## src/rtl/sd_pkg.sv

```systemverilog
// Shared definitions for the SD request arbiter: op codes, FSM encoding and sector geometry.
package sd_pkg;

  localparam logic SD_OP_READ  = 1'b0;
  localparam logic SD_OP_WRITE = 1'b1;

  localparam int unsigned SD_SECTOR_ADDR_W = 26;
  localparam int unsigned SD_SECTOR_BYTES  = 512;

  localparam int unsigned SD_STATE_W = 3;
  localparam logic [SD_STATE_W-1:0] ST_IDLE      = 3'd0;
  localparam logic [SD_STATE_W-1:0] ST_ISSUE     = 3'd1;
  localparam logic [SD_STATE_W-1:0] ST_WAIT_BUSY = 3'd2;
  localparam logic [SD_STATE_W-1:0] ST_XFER      = 3'd3;
  localparam logic [SD_STATE_W-1:0] ST_FINISH    = 3'd4;

endpackage

```

## src/rtl/rr_arbiter.sv

```systemverilog
// Combinational round-robin pick: first set request at or after ptr, wrapping around.
module rr_arbiter #(
  parameter int unsigned N = 2,
  localparam int unsigned IDX_W = (N > 1) ? $clog2(N) : 1
) (
  input  logic [N-1:0]     req,
  input  logic [IDX_W-1:0] ptr,
  output logic [N-1:0]     gnt_onehot,
  output logic [IDX_W-1:0] gnt_idx
);

  logic             w_found;
  logic [IDX_W-1:0] w_idx;

  always_comb begin
    gnt_onehot = '0;
    gnt_idx    = '0;
    w_found    = 1'b0;
    w_idx      = '0;
    for (int i = 0; i < N; i++) begin
      w_idx = IDX_W'((int'(ptr) + i) % N);
      if (!w_found && req[w_idx]) begin
        w_found           = 1'b1;
        gnt_idx           = w_idx;
        gnt_onehot[w_idx] = 1'b1;
      end
    end
  end

endmodule

```

## src/rtl/sd_request_arbiter.sv

```systemverilog
// Shares one sd_card_controller between N_REQ requesters, one sector per grant,
// routing the byte stream to the owner and flagging byte-count and timeout errors.
module sd_request_arbiter
  import sd_pkg::*;
#(
  parameter int unsigned N_REQ          = 2,
  parameter int unsigned TIMEOUT_CYCLES = 1_000_000,
  parameter int unsigned SECTOR_BYTES   = SD_SECTOR_BYTES
) (
  input  logic                              clk,
  input  logic                              rst_n,
  input  logic [N_REQ-1:0]                  req_valid,
  input  logic [N_REQ-1:0]                  req_op,
  input  logic [N_REQ*SD_SECTOR_ADDR_W-1:0] req_sector,
  input  logic [N_REQ*8-1:0]                wr_data,
  output logic [N_REQ-1:0]                  grant,
  output logic [N_REQ-1:0]                  wr_ack,
  output logic [7:0]                        rd_data,
  output logic [N_REQ-1:0]                  rd_valid,
  output logic [N_REQ-1:0]                  done,
  output logic [N_REQ-1:0]                  err,
  output logic                              sd_op_code,
  output logic                              sd_execute,
  output logic [SD_SECTOR_ADDR_W-1:0]       sd_sector_address,
  output logic [7:0]                        sd_outgoing_byte,
  input  logic [7:0]                        sd_incoming_byte,
  input  logic                              sd_finished_byte,
  input  logic                              sd_finished_sector,
  input  logic                              sd_busy
);

  localparam int unsigned IDX_W = (N_REQ > 1) ? $clog2(N_REQ) : 1;
  localparam int unsigned CNT_W = 10;
  localparam int unsigned TMO_W = $clog2(TIMEOUT_CYCLES + 1);
  localparam logic [CNT_W-1:0] SECTOR_CNT = CNT_W'(SECTOR_BYTES);
  localparam logic [TMO_W-1:0] TMO_LIMIT  = TMO_W'(TIMEOUT_CYCLES);

  logic [SD_STATE_W-1:0] r_state, w_state_nxt;
  logic [IDX_W-1:0]      r_owner, w_owner_nxt;
  logic [IDX_W-1:0]      r_ptr, w_ptr_nxt;
  logic [CNT_W-1:0]      r_count, w_count_nxt;
  logic [TMO_W-1:0]      r_tmo, w_tmo_nxt;
  logic                  r_fail, w_fail_nxt;
  logic                  r_byte_prev, r_sector_prev;

  logic [N_REQ-1:0]            w_grant_nxt, w_wr_ack_nxt, w_rd_valid_nxt, w_done_nxt, w_err_nxt;
  logic                        w_exec_nxt, w_op_nxt;
  logic [SD_SECTOR_ADDR_W-1:0] w_sector_nxt, w_sector_sel;
  logic [7:0]                  w_rd_data_nxt, w_wr_byte;
  logic [N_REQ-1:0]            w_gnt_onehot, w_owner_mask;
  logic [IDX_W-1:0]            w_gnt_idx;
  logic                        w_byte_edge, w_sector_edge, w_tmo_hit;
  logic [CNT_W-1:0]            w_cnt_inc;
  logic [TMO_W-1:0]            w_tmo_inc;

  rr_arbiter #(.N(N_REQ)) u_rr (
    .req        (req_valid),
    .ptr        (r_ptr),
    .gnt_onehot (w_gnt_onehot),
    .gnt_idx    (w_gnt_idx)
  );

  // Per-requester slice selection for the candidate sector and the owner's write byte
  always_comb begin
    w_sector_sel = '0;
    w_wr_byte    = '0;
    w_owner_mask = '0;
    for (int i = 0; i < N_REQ; i++) begin
      if (w_gnt_idx == IDX_W'(i)) w_sector_sel = req_sector[i*SD_SECTOR_ADDR_W +: SD_SECTOR_ADDR_W];
      if (r_owner == IDX_W'(i)) begin
        w_wr_byte       = wr_data[i*8 +: 8];
        w_owner_mask[i] = 1'b1;
      end
    end
  end

  assign w_byte_edge   = sd_finished_byte & ~r_byte_prev;
  assign w_sector_edge = sd_finished_sector & ~r_sector_prev;
  assign w_cnt_inc     = CNT_W'(r_count + 1'b1);
  assign w_tmo_inc     = TMO_W'(r_tmo + 1'b1);
  assign w_tmo_hit     = (w_tmo_inc >= TMO_LIMIT);

  assign sd_outgoing_byte = (r_state == ST_XFER && sd_op_code == SD_OP_WRITE) ? w_wr_byte : 8'hFF;

  always_comb begin
    w_state_nxt    = r_state;
    w_owner_nxt    = r_owner;
    w_ptr_nxt      = r_ptr;
    w_count_nxt    = r_count;
    w_tmo_nxt      = r_tmo;
    w_fail_nxt     = r_fail;
    w_grant_nxt    = grant;
    w_op_nxt       = sd_op_code;
    w_sector_nxt   = sd_sector_address;
    w_rd_data_nxt  = rd_data;
    w_exec_nxt     = 1'b0;
    w_wr_ack_nxt   = '0;
    w_rd_valid_nxt = '0;
    w_done_nxt     = '0;
    w_err_nxt      = '0;
    case (r_state)
      ST_IDLE: begin
        if (|req_valid) begin
          w_state_nxt  = ST_ISSUE;
          w_owner_nxt  = w_gnt_idx;
          w_grant_nxt  = w_gnt_onehot;
          w_op_nxt     = req_op[w_gnt_idx];
          w_sector_nxt = w_sector_sel;
        end
      end
      ST_ISSUE: begin
        w_exec_nxt  = 1'b1;
        w_count_nxt = '0;
        w_tmo_nxt   = '0;
        w_fail_nxt  = 1'b0;
        w_state_nxt = ST_WAIT_BUSY;
      end
      ST_WAIT_BUSY: begin
        if (sd_busy) begin
          w_state_nxt = ST_XFER;
          w_tmo_nxt   = '0;
        end else if (w_tmo_hit) begin
          w_state_nxt = ST_FINISH;
          w_fail_nxt  = 1'b1;
        end else begin
          w_tmo_nxt = w_tmo_inc;
        end
      end
      ST_XFER: begin
        // A byte edge is counted before a coincident sector edge is judged
        if (w_byte_edge) begin
          w_tmo_nxt = '0;
          if (r_count == SECTOR_CNT) begin
            w_fail_nxt  = 1'b1;
            w_state_nxt = ST_FINISH;
          end else begin
            w_count_nxt = w_cnt_inc;
            if (sd_op_code == SD_OP_WRITE) begin
              w_wr_ack_nxt = w_owner_mask;
            end else begin
              w_rd_valid_nxt = w_owner_mask;
              w_rd_data_nxt  = sd_incoming_byte;
            end
            if (w_sector_edge) begin
              w_state_nxt = ST_FINISH;
              w_fail_nxt  = (w_cnt_inc != SECTOR_CNT);
            end
          end
        end else if (w_sector_edge) begin
          w_tmo_nxt   = '0;
          w_state_nxt = ST_FINISH;
          w_fail_nxt  = (r_count != SECTOR_CNT);
        end else if (w_tmo_hit) begin
          w_state_nxt = ST_FINISH;
          w_fail_nxt  = 1'b1;
        end else begin
          w_tmo_nxt = w_tmo_inc;
        end
      end
      ST_FINISH: begin
        if (r_fail) w_err_nxt = w_owner_mask;
        else        w_done_nxt = w_owner_mask;
        w_ptr_nxt    = (r_owner == IDX_W'(N_REQ - 1)) ? '0 : IDX_W'(r_owner + 1'b1);
        w_grant_nxt  = '0;
        w_op_nxt     = 1'b0;
        w_sector_nxt = '0;
        w_state_nxt  = ST_IDLE;
      end
      default: w_state_nxt = ST_IDLE;
    endcase
  end

  always_ff @(posedge clk or negedge rst_n) begin
    if (!rst_n) begin
      r_state           <= ST_IDLE;
      r_owner           <= '0;
      r_ptr             <= '0;
      r_count           <= '0;
      r_tmo             <= '0;
      r_fail            <= 1'b0;
      r_byte_prev       <= 1'b0;
      r_sector_prev     <= 1'b0;
      grant             <= '0;
      wr_ack            <= '0;
      rd_valid          <= '0;
      done              <= '0;
      err               <= '0;
      rd_data           <= '0;
      sd_execute        <= 1'b0;
      sd_op_code        <= 1'b0;
      sd_sector_address <= '0;
    end else begin
      r_state           <= w_state_nxt;
      r_owner           <= w_owner_nxt;
      r_ptr             <= w_ptr_nxt;
      r_count           <= w_count_nxt;
      r_tmo             <= w_tmo_nxt;
      r_fail            <= w_fail_nxt;
      r_byte_prev       <= sd_finished_byte;
      r_sector_prev     <= sd_finished_sector;
      grant             <= w_grant_nxt;
      wr_ack            <= w_wr_ack_nxt;
      rd_valid          <= w_rd_valid_nxt;
      done              <= w_done_nxt;
      err               <= w_err_nxt;
      rd_data           <= w_rd_data_nxt;
      sd_execute        <= w_exec_nxt;
      sd_op_code        <= w_op_nxt;
      sd_sector_address <= w_sector_nxt;
    end
  end

endmodule

```

## config.mk

```make
export PLATFORM = sky130hd
export DESIGN_NAME = sd_request_arbiter
export DESIGN_NICKNAME = d
export VERILOG_FILES = /design/src/rtl/sd_pkg.sv /design/src/rtl/rr_arbiter.sv /design/src/rtl/sd_request_arbiter.sv
export SDC_FILE = /design/constraint.sdc
export NUM_CORES = 1
export LEC_CHECK = 0
export CAP_MARGIN = 10
export CORE_MARGIN = 2
export CORE_UTILIZATION = 45
export DETAILED_ROUTE_END_ITERATION = 10
export PLACE_DENSITY = 0.75
export SYNTH_ARGS = -nofsm -noshare
export SYNTH_HDL_FRONTEND = slang
export SYNTH_SLANG_ARGS = --single-unit
```

## constraint.sdc

```tcl
create_clock -name clk -period 4.9 [get_ports clk]
set_clock_uncertainty 0.05 [all_clocks]
set_input_delay 1.47 -clock clk [delete_from_list [all_inputs] [get_ports clk]]
set_output_delay 1.47 -clock clk [all_outputs]
set_load 0.02 [all_outputs]
```

==> results of run 1 <==
## logic make-up after synthesis
logic type / after synthesis / share of synthesized area
buffers and inverters: 50 / 0.0448
XOR/XNOR: 4 / 0.00751
multiplexers: 48 / 0.107
AND/OR/NAND/NOR: 193 / 0.227
AO/OA/AOI/OAI: 115 / 0.153
adder cells (fa/ha/maj): 4 / 0.0107
flip-flops: 84 / 0.451
## layout by cell type (no fill, tap or decap), drive strengths merged, types with 3 or more instances in the layout
cell type / count
clkdlybuf4s50: 137
dfrtp: 84
o21ai: 59
nand3: 51
nand2: 50
mux2i: 37
nor2: 20
nor3: 14
inv: 13
o211ai: 12
mux2: 11
a31oi: 10
or4: 10
clkbuf: 10
nand4: 10
a21oi: 9
and3: 9
nand2b: 7
or3: 5
o22ai: 5
a21o: 4
o31ai: 4
ha: 4
clkinv: 4
xor2: 3
o41ai: 3
nor3b: 3
and4: 3
## sequential cells by signal (all words and copies together), names as in the netlist, 3 cells and up
name,cells
sd_sector_address,26
r_count,10
r_tmo,20
rd_data,8
r_state,3
## through the flow
stage	total power [mW]	std cells	hold WS (ns)	util	cell area, µm²
2_1_floorplan	1.71	498	0.386	-	4660
3_3_place_gp	2.24	735	0.427	0.597	6080
3_5_place_dp	2.28	735	0.415	0.597	6080
4_1_cts	2.76	751	0.414	0.615	6260
5_1_grt	2.92	751	0.439	0.615	6260
6_report	2.74	751	0.420	0.615	6260
## worst paths after layout
check / from / to / slack [ns]
max: wr_data[15] / sd_outgoing_byte[7] / 0.64
min: r_fail$_DFFE_PN0P_ / done[1]$_DFF_PN0_ / 0.42
max reg2reg: r_tmo[0]$_DFFE_PN0P_ / r_tmo[16]$_DFFE_PN0P_ / 1.82
min reg2reg: r_fail$_DFFE_PN0P_ / done[1]$_DFF_PN0_ / 0.42
max in group asynchronous: rst_n / r_tmo[16]$_DFFE_PN0P_ / 2.87
min in group asynchronous: rst_n / r_count[4]$_DFFE_PN0P_ / 1.24
## power groups by stage
stage	clock network, mW	registers, mW	logic (mW)
global placement	0	1.05	1.19
detailed placement	0	1.06	1.22
finish	0.472	1.05	1.21
global route	0.513	1.08	1.32
CTS	0.485	1.05	1.22
floorplan	0	1.18	0.528
## metal layers
layer  track usage  share of wire  wire (µm)  up-vias
met5             0              0          0        -
met4        0.0705          0.017        210        0
met3        0.0699          0.077        936       16
met2         0.359           0.48       5780      148
met1         0.296           0.43       5230     2012
li1              -              -          -     2049
## cell type report
cell class,instances,share of cell area
well taps,136,0.0272
inverters,12,0.00719
flip-flops and latches,84,0.336
clock inverters,6,0.00759
clock buffers,10,0.0220
multi-input cells,364,0.379
repair buffers,139,0.221
## critical path: stages
cell             delay (ns)
clkdlybuf4s50_1        0.46
mux2i_1                0.06
nand2_1                0.11
clkdlybuf4s50_1        0.63
==> results by group, run 1 <==
Status
  • Status: completed

Global routing
  • First-pass GRT wire length: approximately 21 mm
  • Initial antenna violation count: 0
  • Vias in the first global route: about 4200
  • Largest net degree at the start of global routing: 85
  • Total GRT Usage: 0.226
  • GRT Residual Overflow: 0

CTS
  • CTS Hold Bufs: 0
  • Clock Latency Late Sink: 0.35 ns
  • CTS buffer count: 9
  • CTS root buf: clkbuf_8
  • Resize count post-CTS: 0
  • Maximum buffer depth of the clock tree: 2
  • CTS Sinks: 84
  • CTS tree: yes
  • H-tree depth: 3
  • Clock-pin slew on the worst setup and hold paths: 0.09 ns
  • Postcts setup bufs: 0

Logic synthesis
  • Top_reg_cell synth: dfrtp_1
  • Syn Nets: between 500 and 600
  • Synth cell count leaders: dfrtp_1, o21ai_0, nand2_1
  • Seq cells post-synth: 84
  • Syn avg cell area: ~9.4 µm²
  • Yosys top cell by area: dfrtp_1
  • Largest cells by area after synthesis: dfrtp_1, mux2i_1, o21ai_0
  • Synth warn: 0
  • Synth Instances: ~500
  • Top-area cell type share of the netlist area: 0.451
  • Fraction of registers with async set/reset: 1.00
  • Post-synth EDFFs: 0
  • Sequential share of the synthesized area: 0.451
  • Cell Area, Synth: 4660 µm²
  • Most frequent cell after synthesis: dfrtp_1
  • Synth unique cells: 58

STA
  • Final hold vios: 0
  • Slew @ Worst Pin: roughly 1.1 ns
  • Unrepaired setup endpoints after global routing: no
  • Slew Viols, Final: 0
  • Fin worst setup slack: between 0.6 and 0.7 ns
  • Fmax: 0.235 GHz
  • Minimum clock period: between 4 and 5 ns
  • Slew headroom: 0.274
  • TNS Setup: 0 ns
  • Final setup viols: 0
  • Final period util: 0.869

Power and ir drop
  • Sw Share: 0.405
  • Flop pwr share: 0.385
  • Leak: 2.69 nW
  • Clock share of power: 0.172
  • Net Switching: about 1.1 mW
  • VDD IR max: between 0.0002 and 0.0003 V
  • Internal power: 1.63 mW
  • Cell Pwr Density: ~440 nW/µm²
  • Comb pwr share: 0.443

Detailed routing
  • Final WL: around 12 mm
  • Via count: between 4000 and 5000
  • DR pass1 iterations: 4
  • Iteration-0 DRC Markers: between 200 and 250
  • WL per Instance: between 15 and 20 µm
  • Vias/cell: between 5 and 6
  • Routed Antenna Nets: 0
  • DRC: 0

Place
  • DPL Wire Length: between 8 and 9 mm
  • Pre-CTS setup slack: between 0.6 and 0.7 ns
  • Port buffer count: between 100 and 150
  • GPL Wtd Cong: roughly 0.8

Critical path
  • Crit-path max FO: 1
  • Worst reg2reg path depth: 9
  • Worst EP arrival: about 2.7 ns
  • Critical path endpoint category: primary output
  • WP data required: between 3 and 4 ns
  • CP Class: primary input to primary output
  • Type of origin of the critical path: primary input

Worst hold path
  • Hold depth: 1
  • Hold crit path type: flip-flop to flip-flop

Final layout
  • N_diodes: 0
  • Fillers: approximately 890
  • Final #Nets: 699
  • P&R area growth vs syn: 34.3%
  • Share of layout cells above drive strength 1: 0.0797
  • Reg area: 2100 µm²
  • Combined area of the multi-input logic cells: roughly 2400 µm²

Die
  • IO Pins: about 140
  • Die height: ~110 µm
  • Die span in x: about 110 µm
  • Die area: ~11000 µm²
  • Starting Density: 0.458
  • Rows: 37
  • Core outline area: about 10000 µm²

Job
  • Max-Cap Viols: 0
No activity file was read; power rests on OpenSTA's default activity.
==> inputs of run 2 (changes only) <==
--- a/config.mk
+++ b/config.mk
@@ -8,8 +8,11 @@
 export CAP_MARGIN = 10
 export CORE_MARGIN = 2
 export CORE_UTILIZATION = 45
+export CTS_CLUSTER_SIZE = 16
 export DETAILED_ROUTE_END_ITERATION = 10
 export PLACE_DENSITY = 0.75
+export REMOVE_ABC_BUFFERS = 1
 export SYNTH_ARGS = -nofsm -noshare
 export SYNTH_HDL_FRONTEND = slang
+export SYNTH_HIERARCHICAL = 1
 export SYNTH_SLANG_ARGS = --single-unit
==> run 2 against run 1 <==
Compared with the run above:
- global-route usage fell by 0.46 points
- largest power group unchanged
- synthesized cell count rose by 3.2%
- die area rose by 1.3%
- area after synthesis rose by 1.4%
- utilization rose by 0.70 points
- sequential share of layout area fell by 0.68 points
- combinational power rose by 6%
- register-to-register slack got worse by 0.20 ns
- critical path depth did not move
- first-iteration DRC count rose by 16%
- highest routed layer unchanged
- final cell count rose by 2.8%
==> results by group, run 2 <==
CTS
  • Clock-pin slew on the worst setup and hold paths: 0.09 ns (about the same)
  • Postcts setup bufs: 0 (unchanged)
  • Resize count post-CTS: 0 (unchanged)
  • CTS root buf: clkbuf_8 (unchanged)
  • CTS tree: yes (unchanged)
  • CTS Sinks: 84 (unchanged)
  • Clock Latency Late Sink: 0.35 ns (about the same)
  • CTS Hold Bufs: 0 (unchanged)
  • Maximum buffer depth of the clock tree: 2 (unchanged)
  • CTS buffer count: 9 (unchanged)
  • H-tree depth: 3 (unchanged)

Place
  • Port buffer count: 138 (unchanged)
  • GPL Wtd Cong: 0.891 (was 0.807)
  • DPL Wire Length: 8.83 mm (was 8.75 mm)
  • Pre-CTS setup slack: 0.663 ns (was 0.647 ns)
  • Post-Place Cells: 756 (was 735)

Final layout
  • Most flops, register: sd_sector_address (unchanged)
  • Final #Nets: 720 (was 699)
  • N_diodes: 0 (unchanged)
  • Share of layout cells above drive strength 1: 0.0739 (was 0.0797)
  • P&R area growth vs syn: 35.2% (was 34.3%)
  • Fillers: 880 (was 893)
  • Most common cell after layout, fill and taps aside: clkdlybuf4s50_1 (unchanged)
  • Largest register FFs: 26 (unchanged)
  • Largest registers: sd_sector_address: 26 flops, r_tmo: 20 flops, r_count: 10 flops (unchanged)
  • Non-Filler Instances: 772 (was 751)
  • Most frequent cells in the layout: clkdlybuf4s50_1, dfrtp_1, nand2_1, nand3_1 (was clkdlybuf4s50_1, dfrtp_1, o21ai_0, nand2_1, nand3_1)

Logic synthesis
  • Seq cells post-synth: 84 (unchanged)
  • Most frequent cell after synthesis: dfrtp_1 (unchanged)
  • Synth unique cells: 63 (was 58)
  • Top-area cell type share of the netlist area: 0.445 (was 0.451)
  • Synth cell count leaders: dfrtp_1, nand2_1, nand3_1 (was dfrtp_1, o21ai_0, nand2_1)
  • Synth Instances: 514 (was 498)
  • Cell Area, Synth: 4730 µm² (was 4660 µm²)
  • Synth warn: 6 (was 0)
  • Fraction of registers with async set/reset: 1.00 (unchanged)
  • Post-synth EDFFs: 0 (unchanged)
  • Sequential share of the synthesized area: 0.445 (was 0.451)
  • Syn avg cell area: 9.20 µm² (was 9.37 µm²)
  • Yosys top cell by area: dfrtp_1 (unchanged)
  • Largest cells by area after synthesis: dfrtp_1, mux2i_1, nand3_1 (was dfrtp_1, mux2i_1, o21ai_0)
  • Top_reg_cell synth: dfrtp_1 (unchanged)

Die
  • IO Pins: 139 (unchanged)
  • Rows: 37 (unchanged)
  • Starting Density: 0.460 (was 0.458)
  • Die span in x: 107 µm (was 106 µm)
  • Die height: 107 µm (was 106 µm)
  • Die area: 11300 µm² (was 11200 µm²)
  • Core outline area: 10300 µm² (was 10200 µm²)

STA
  • Final hold vios: 0 (unchanged)
  • Unrepaired setup endpoints after global routing: no (unchanged)
  • Slew @ Worst Pin: 1.17 ns (was 1.08 ns)
  • Hold Slack: 0.456 ns (was 0.420 ns)
  • Final period util: 0.865 (was 0.869)
  • Slew Viols, Final: 0 (unchanged)
  • TNS Setup: 0 ns (unchanged)
  • Minimum clock period: 4.24 ns (was 4.26 ns)
  • Fin worst setup slack: 0.664 ns (was 0.640 ns)
  • Final setup viols: 0 (unchanged)
  • Fmax: 0.236 GHz (was 0.235 GHz)
  • Slew headroom: 0.219 (was 0.274)

Global routing
  • First-pass GRT wire length: 20.4 mm (was 20.5 mm)
  • Total GRT Usage: 0.221 (was 0.226)
  • Vias in the first global route: 4242 (was 4173)
  • Largest net degree at the start of global routing: 85 (unchanged)
  • Initial antenna violation count: 0 (unchanged)
  • GRT Residual Overflow: 0 (unchanged)

Job
  • Max-Cap Viols: 0 (unchanged)

Power and ir drop
  • Cell Pwr Density: 452 nW/µm² (was 437 nW/µm²)
  • Leak: 2.64 nW (was 2.69 nW)
  • VDD IR max: 0.000312 V (was 0.000285 V)
  • Total power: 2.89 mW (was 2.74 mW)

Worst hold path
  • Hold depth: 2 (was 1)
  • Hold crit path type: flip-flop to flip-flop (unchanged)
  • Hold_sp: sd_sector_address[6]$_DFFE_PN0P_ (was r_fail$_DFFE_PN0P_)
  • Min-Delay Endpoint: sd_sector_address[6]$_DFFE_PN0P_ (was done[1]$_DFF_PN0_)

Critical path
  • Worst EP arrival: 2.72 ns (was 2.74 ns)
  • WP data required: 3.38 ns (about the same)
  • Reg2Reg Setup Slack: 1.62 ns (was 1.82 ns)
  • Reg-to-Reg Start: r_tmo[0]$_DFFE_PN0P_ (unchanged)
  • CP Class: primary input to primary output (unchanged)
  • Critical path endpoint category: primary output (unchanged)
  • Worst R2R End: r_tmo[1]$_DFFE_PN0P_ (was r_tmo[16]$_DFFE_PN0P_)
  • Worst reg2reg path depth: 9 (unchanged)
  • Type of origin of the critical path: primary input (unchanged)
  • Crit-path max FO: 1 (unchanged)

Detailed routing
  • WL per Instance: 15.8 µm (was 16.2 µm)
  • DRC: 0 (unchanged)
  • Via count: 4291 (was 4225)
  • DR pass1 iterations: 4 (unchanged)
  • Final WL: 12.2 mm (about the same)
  • Routed Antenna Nets: 0 (unchanged)
  • Vias/cell: 5.56 (was 5.63)
  • Iteration-0 DRC Markers: 251 (was 217)

Status
  • Status: completed (unchanged)
[run 2: cell types whose count changed after synthesis, moves of 5 or more]
cell | before | now
a211oi_1 | 0 | 13
a31oi_1 | 10 | 3
clkbuf_1 | 29 | 24
nand2_1 | 50 | 55
nor2_1 | 19 | 39
nor4_1 | 1 | 6
o21ai_0 | 56 | 40
[run 2: cells by family after synthesis]
| family | after synthesis | synth area share |
|---|---|---|
| and+or+nand+nor | 223 | 0.242 |
| AOI/OAI and AO/OA | 109 | 0.156 |
| DFF | 84 | 0.445 |
| buffers and inverters | 46 | 0.0426 |
| muxes | 46 | 0.101 |
| adders and majority gates | 4 | 0.0106 |
| xor gates and xnor gates | 2 | 0.00371 |
[run 2: how the worst max path moves through the flow]
stage | from | end | slack (ns) | depth (start not counted)
6_report | wr_data[1] | sd_outgoing_byte[1] | 0.66 | 4
3_5_place_dp | wr_data[1] | sd_outgoing_byte[1] | 0.66 | 4
4_1_cts | wr_data[1] | sd_outgoing_byte[1] | 0.66 | 4
2_1_floorplan | req_valid[1] | sd_op_code$_DFFE_PN0P_ | 0.83 | 3
3_3_place_gp | wr_data[2] | sd_outgoing_byte[2] | 0.68 | 4
5_1_grt | wr_data[11] | sd_outgoing_byte[3] | 0.60 | 4
[run 2: critical path, stage by stage]
cell and delay (ns):
clkdlybuf4s50_1 0.47, mux2i_1 0.07, nand2_1 0.10, clkdlybuf4s50_1 0.61
[run 2: cell type report]
cell class,instances,area (µm²),area share
clock buffers,9,124,0.0194
flip-flops and latches,84,2100,0.329
well taps,136,170,0.0266
clock inverters,7,109,0.0170
inverters,10,37.5,0.00587
multi-input cells,384,2440,0.382
repair buffers,142,1410,0.220
[run 2: report_power, final]
part	leakage (nW)	internal (mW)	total [mW]	switching (mW)
Combinational	1.44	0.586	1.28	0.697
Sequential	1.09	0.883	1.04	0.155
Clock	0.117	0.297	0.569	0.272
Total	2.64	1.77	2.89	1.12
[run 2: per-stage QoR]
step / utilization / instance area [µm²]
global placement: 0.599 / 6160
CTS: 0.622 / 6390
finish: 0.622 / 6390
floorplan: - / 4560
global route: 0.622 / 6390
detailed placement: 0.599 / 6160
[run 2: metal layers]
metal | up-vias | part of all wire | global-route usage
met5 | - | 0 | 0
met4 | 0 | 0.019 | 0.0575
met3 | 19 | 0.044 | 0.0460
met2 | 109 | 0.51 | 0.393
met1 | 2053 | 0.42 | 0.274
li1 | 2110 | - | -
==> inputs of run 3 (changes only) <==
--- a/config.mk
+++ b/config.mk
@@ -6,7 +6,6 @@
 export NUM_CORES = 1
 export LEC_CHECK = 0
 export CAP_MARGIN = 10
-export CORE_MARGIN = 2
 export CORE_UTILIZATION = 45
 export CTS_CLUSTER_SIZE = 16
 export DETAILED_ROUTE_END_ITERATION = 10
==> constraint.sdc (replaced) <==
create_clock -name clk -period 4.37 [get_ports clk]
set_clock_uncertainty 0.05 [all_clocks]
set_input_delay 1.311 -clock clk [delete_from_list [all_inputs] [get_ports clk]]
set_output_delay 1.311 -clock clk [all_outputs]
set_load 0.02 [all_outputs]
==> run 3 against run 2 <==
Compared with the run above:
- wire length down 1.1%
- final cell count rose by 0.26%
- die area decreased by 3.7%
- sequential share of layout area up 0.064 points
- clock power rose by 2%
- largest power group unchanged
- setup slack worse by 0.24 ns
- combinational power rose by 12%
- clock-buffer cell count is the same
==> results by group, run 3 (synthesized netlist as in run 2, its figures left out) <==
Detailed routing
  • Iteration-0 DRC Markers: 215 (was 251)
  • DRC: 0 (unchanged)
  • DR pass1 iterations: 4 (unchanged)
  • Via count: 4306 (was 4291)
  • WL per Instance: 15.6 µm (was 15.8 µm)
  • Vias/cell: 5.56 (about the same)
  • Routed Antenna Nets: 0 (unchanged)
  • Final WL: 12.1 mm (was 12.2 mm)

STA
  • Slew Viols, Final: 0 (unchanged)
  • Slew headroom: 0.303 (was 0.219)
  • Final setup viols: 0 (unchanged)
  • Minimum clock period: around 3.9 ns
  • TNS Setup: 0 ns (unchanged)
  • Fmax: between 0.2 and 0.3 GHz
  • Final period util: 0.903
  • Unrepaired setup endpoints after global routing: no (unchanged)
  • Fin worst setup slack: 0.422 ns (was 0.664 ns)
  • Hold Slack: 0.459 ns (was 0.456 ns)
  • Final hold vios: 0 (unchanged)
  • Slew @ Worst Pin: 1.04 ns (was 1.17 ns)

Final layout
  • Largest registers: sd_sector_address: 26 flops, r_tmo: 20 flops, r_count: 10 flops (unchanged)
  • P&R area growth vs syn: 35.0% (was 35.2%)
  • Largest register FFs: 26 (unchanged)
  • Finished Core Util: 0.621 (was 0.622)
  • Final #Nets: 722 (was 720)
  • Most frequent cells in the layout: clkdlybuf4s50_1, dfrtp_1, nand2_1, nand3_1 (unchanged)
  • N_diodes: 0 (unchanged)
  • Fillers: 875 (was 880)
  • Cell area after layout: 6380 µm² (was 6390 µm²)
  • Most flops, register: sd_sector_address (unchanged)
  • Most common cell after layout, fill and taps aside: clkdlybuf4s50_1 (unchanged)
  • Share of layout cells above drive strength 1: 0.0768 (was 0.0739)

Status
  • Status: completed (unchanged)

Die
  • Die area: 10900 µm² (was 11300 µm²)
  • Starting Density: 0.460 (unchanged)
  • Rows: 37 (unchanged)
  • Core outline area: 10300 µm² (unchanged)
  • IO Pins: 139 (unchanged)
  • Die height: 105 µm (was 107 µm)
  • Die span in x: 105 µm (was 107 µm)

Critical path
  • Crit-path max FO: 1 (unchanged)
  • Crit path top cell by count: clkdlybuf4s50_1 (unchanged)
  • CP Class: primary input to primary output (unchanged)
  • Reg2Reg Setup Slack: 1.17 ns (was 1.62 ns)
  • Slowest-stage cell, CP: clkdlybuf4s50_1 (unchanged)
  • WP data required: 3.01 ns (was 3.38 ns)
  • Critical path endpoint category: primary output (unchanged)
  • Type of origin of the critical path: primary input (unchanged)
  • Crit path largest cell delay: 0.61 ns (about the same)
  • Worst EP arrival: 2.59 ns (was 2.72 ns)
  • Critical path cell sequence: clkdlybuf4s50_1 > mux2i_1 > nand2_1 > clkdlybuf4s50_1 (unchanged)

CTS
  • CTS Sinks: 84 (unchanged)
  • CTS buffer count: 9 (unchanged)
  • Resize count post-CTS: 0 (unchanged)
  • CTS Hold Bufs: 0 (unchanged)
  • Postcts setup bufs: 0 (unchanged)
  • CTS root buf: clkbuf_8 (unchanged)
  • H-tree depth: 3 (unchanged)
  • CTS tree: yes (unchanged)
  • Clock-pin slew on the worst setup and hold paths: 0.09 ns (about the same)
  • Clock Latency Late Sink: 0.36 ns (was 0.35 ns)
  • Maximum buffer depth of the clock tree: 2 (unchanged)

Global routing
  • Largest net degree at the start of global routing: 85 (unchanged)
  • Initial antenna violation count: 0 (unchanged)
  • Vias in the first global route: 4261 (was 4242)
  • Total GRT Usage: 0.232 (was 0.221)
  • GRT Residual Overflow: 0 (unchanged)
  • M3 GR Usage: 0.0489 (was 0.0460)
  • Grt met2 use: 0.387 (was 0.393)
  • First-pass GRT wire length: 20.5 mm (was 20.4 mm)
  • GRT busiest layer: met2 (unchanged)
  • Met1 Track Usage GR: 0.303 (was 0.274)

Power and ir drop
  • Sw Share: 0.397 (was 0.389)
  • Flop pwr share: 0.365 (was 0.359)
  • Cell Pwr Density: 499 nW/µm² (was 452 nW/µm²)
  • Leak: 2.64 nW (about the same)
  • Comb pwr share: 0.452 (was 0.444)
  • Net Switching: 1.26 mW (was 1.12 mW)
  • Clock share of power: 0.183 (was 0.197)
  • VDD IR max: 0.000266 V (was 0.000312 V)
  • Internal power: 1.92 mW (was 1.77 mW)

Place
  • GPL Wtd Cong: 0.850 (was 0.891)
  • Placed cell area: 6180 µm² (was 6160 µm²)
  • Port buffer count: 138 (unchanged)
  • Pre-CTS setup slack: 0.432 ns (was 0.663 ns)
  • DPL Wire Length: 8.65 mm (was 8.83 mm)

Worst hold path
  • Hold crit path type: flip-flop to flip-flop (unchanged)

Job
  • Max-Cap Viols: 0 (unchanged)
==> run 3: cell types whose count changed in the layout (fill, tap and decap cells not counted), sizes merged <==
| cell | previous run | this run |
|---|---|---|
| inv | 12 | 14 |
| clkinv | 3 | 2 |
| buf | 5 | 7 |
| bufinv | 2 | 1 |
==> run 3: cell type report <==
type / count / area (µm²) / area share
well taps: 136 / 170 / 0.0267
inverters: 10 / 37.5 / 0.00588
flip-flops and latches: 84 / 2100 / 0.329
multi-input cells: 384 / 2440 / 0.383
clock buffers: 9 / 124 / 0.0194
clock inverters: 7 / 81.3 / 0.0127
repair buffers: 144 / 1420 / 0.223
==> run 3: path summary, 6_finish.rpt <==
path | endpoint | start | depth (start not counted)
worst max-delay path | sd_outgoing_byte[7] | wr_data[15] | 4
worst min-delay path | sd_sector_address[2]$_DFFE_PN0P_ | sd_sector_address[2]$_DFFE_PN0P_ | 2
worst max register to register | r_tmo[12]$_DFFE_PN0P_ | r_tmo[0]$_DFFE_PN0P_ | 9
worst min register to register | sd_sector_address[2]$_DFFE_PN0P_ | sd_sector_address[2]$_DFFE_PN0P_ | 2
max in group asynchronous | r_tmo[1]$_DFFE_PN0P_ | rst_n | 1
min in group asynchronous | r_tmo[12]$_DFFE_PN0P_ | rst_n | 1
==> run 3: power by group through the flow <==
stage,Combinational (mW),Sequential (mW),Clock (mW)
after floorplan,0.562,1.37,0
after global placement,1.42,1.17,0
after detailed placement,1.45,1.18,0
after CTS,1.45,1.16,0.596
after global routing,1.56,1.20,0.623
final,1.44,1.16,0.582
==> run 3: metrics by stage <==
| step | power (mW) | instances |
|---|---|---|
| floorplan | 1.93 | 478 |
| CTS | 3.21 | 774 |
| detailed placement | 2.62 | 758 |
| global placement | 2.58 | 758 |
| global route | 3.38 | 774 |
| finish | 3.19 | 774 |
==> run 3: worst max-delay path: cells and delay by family <==
family / cells / cell delay (ns)
AND/OR/NAND/NOR: 1 / 0.11
buffers and inverters: 2 / 1.07
multiplexers: 1 / 0.10
==> run 3: routing by layer <==
metal / share of wire / vias to the layer above / wire (µm)
met5: 0 / - / 0
met3: 0.044 / 19 / 527
met1: 0.44 / 2064 / 5300
met2: 0.50 / 118 / 5980
met4: 0.020 / 0 / 240
li1: - / 2105 / -
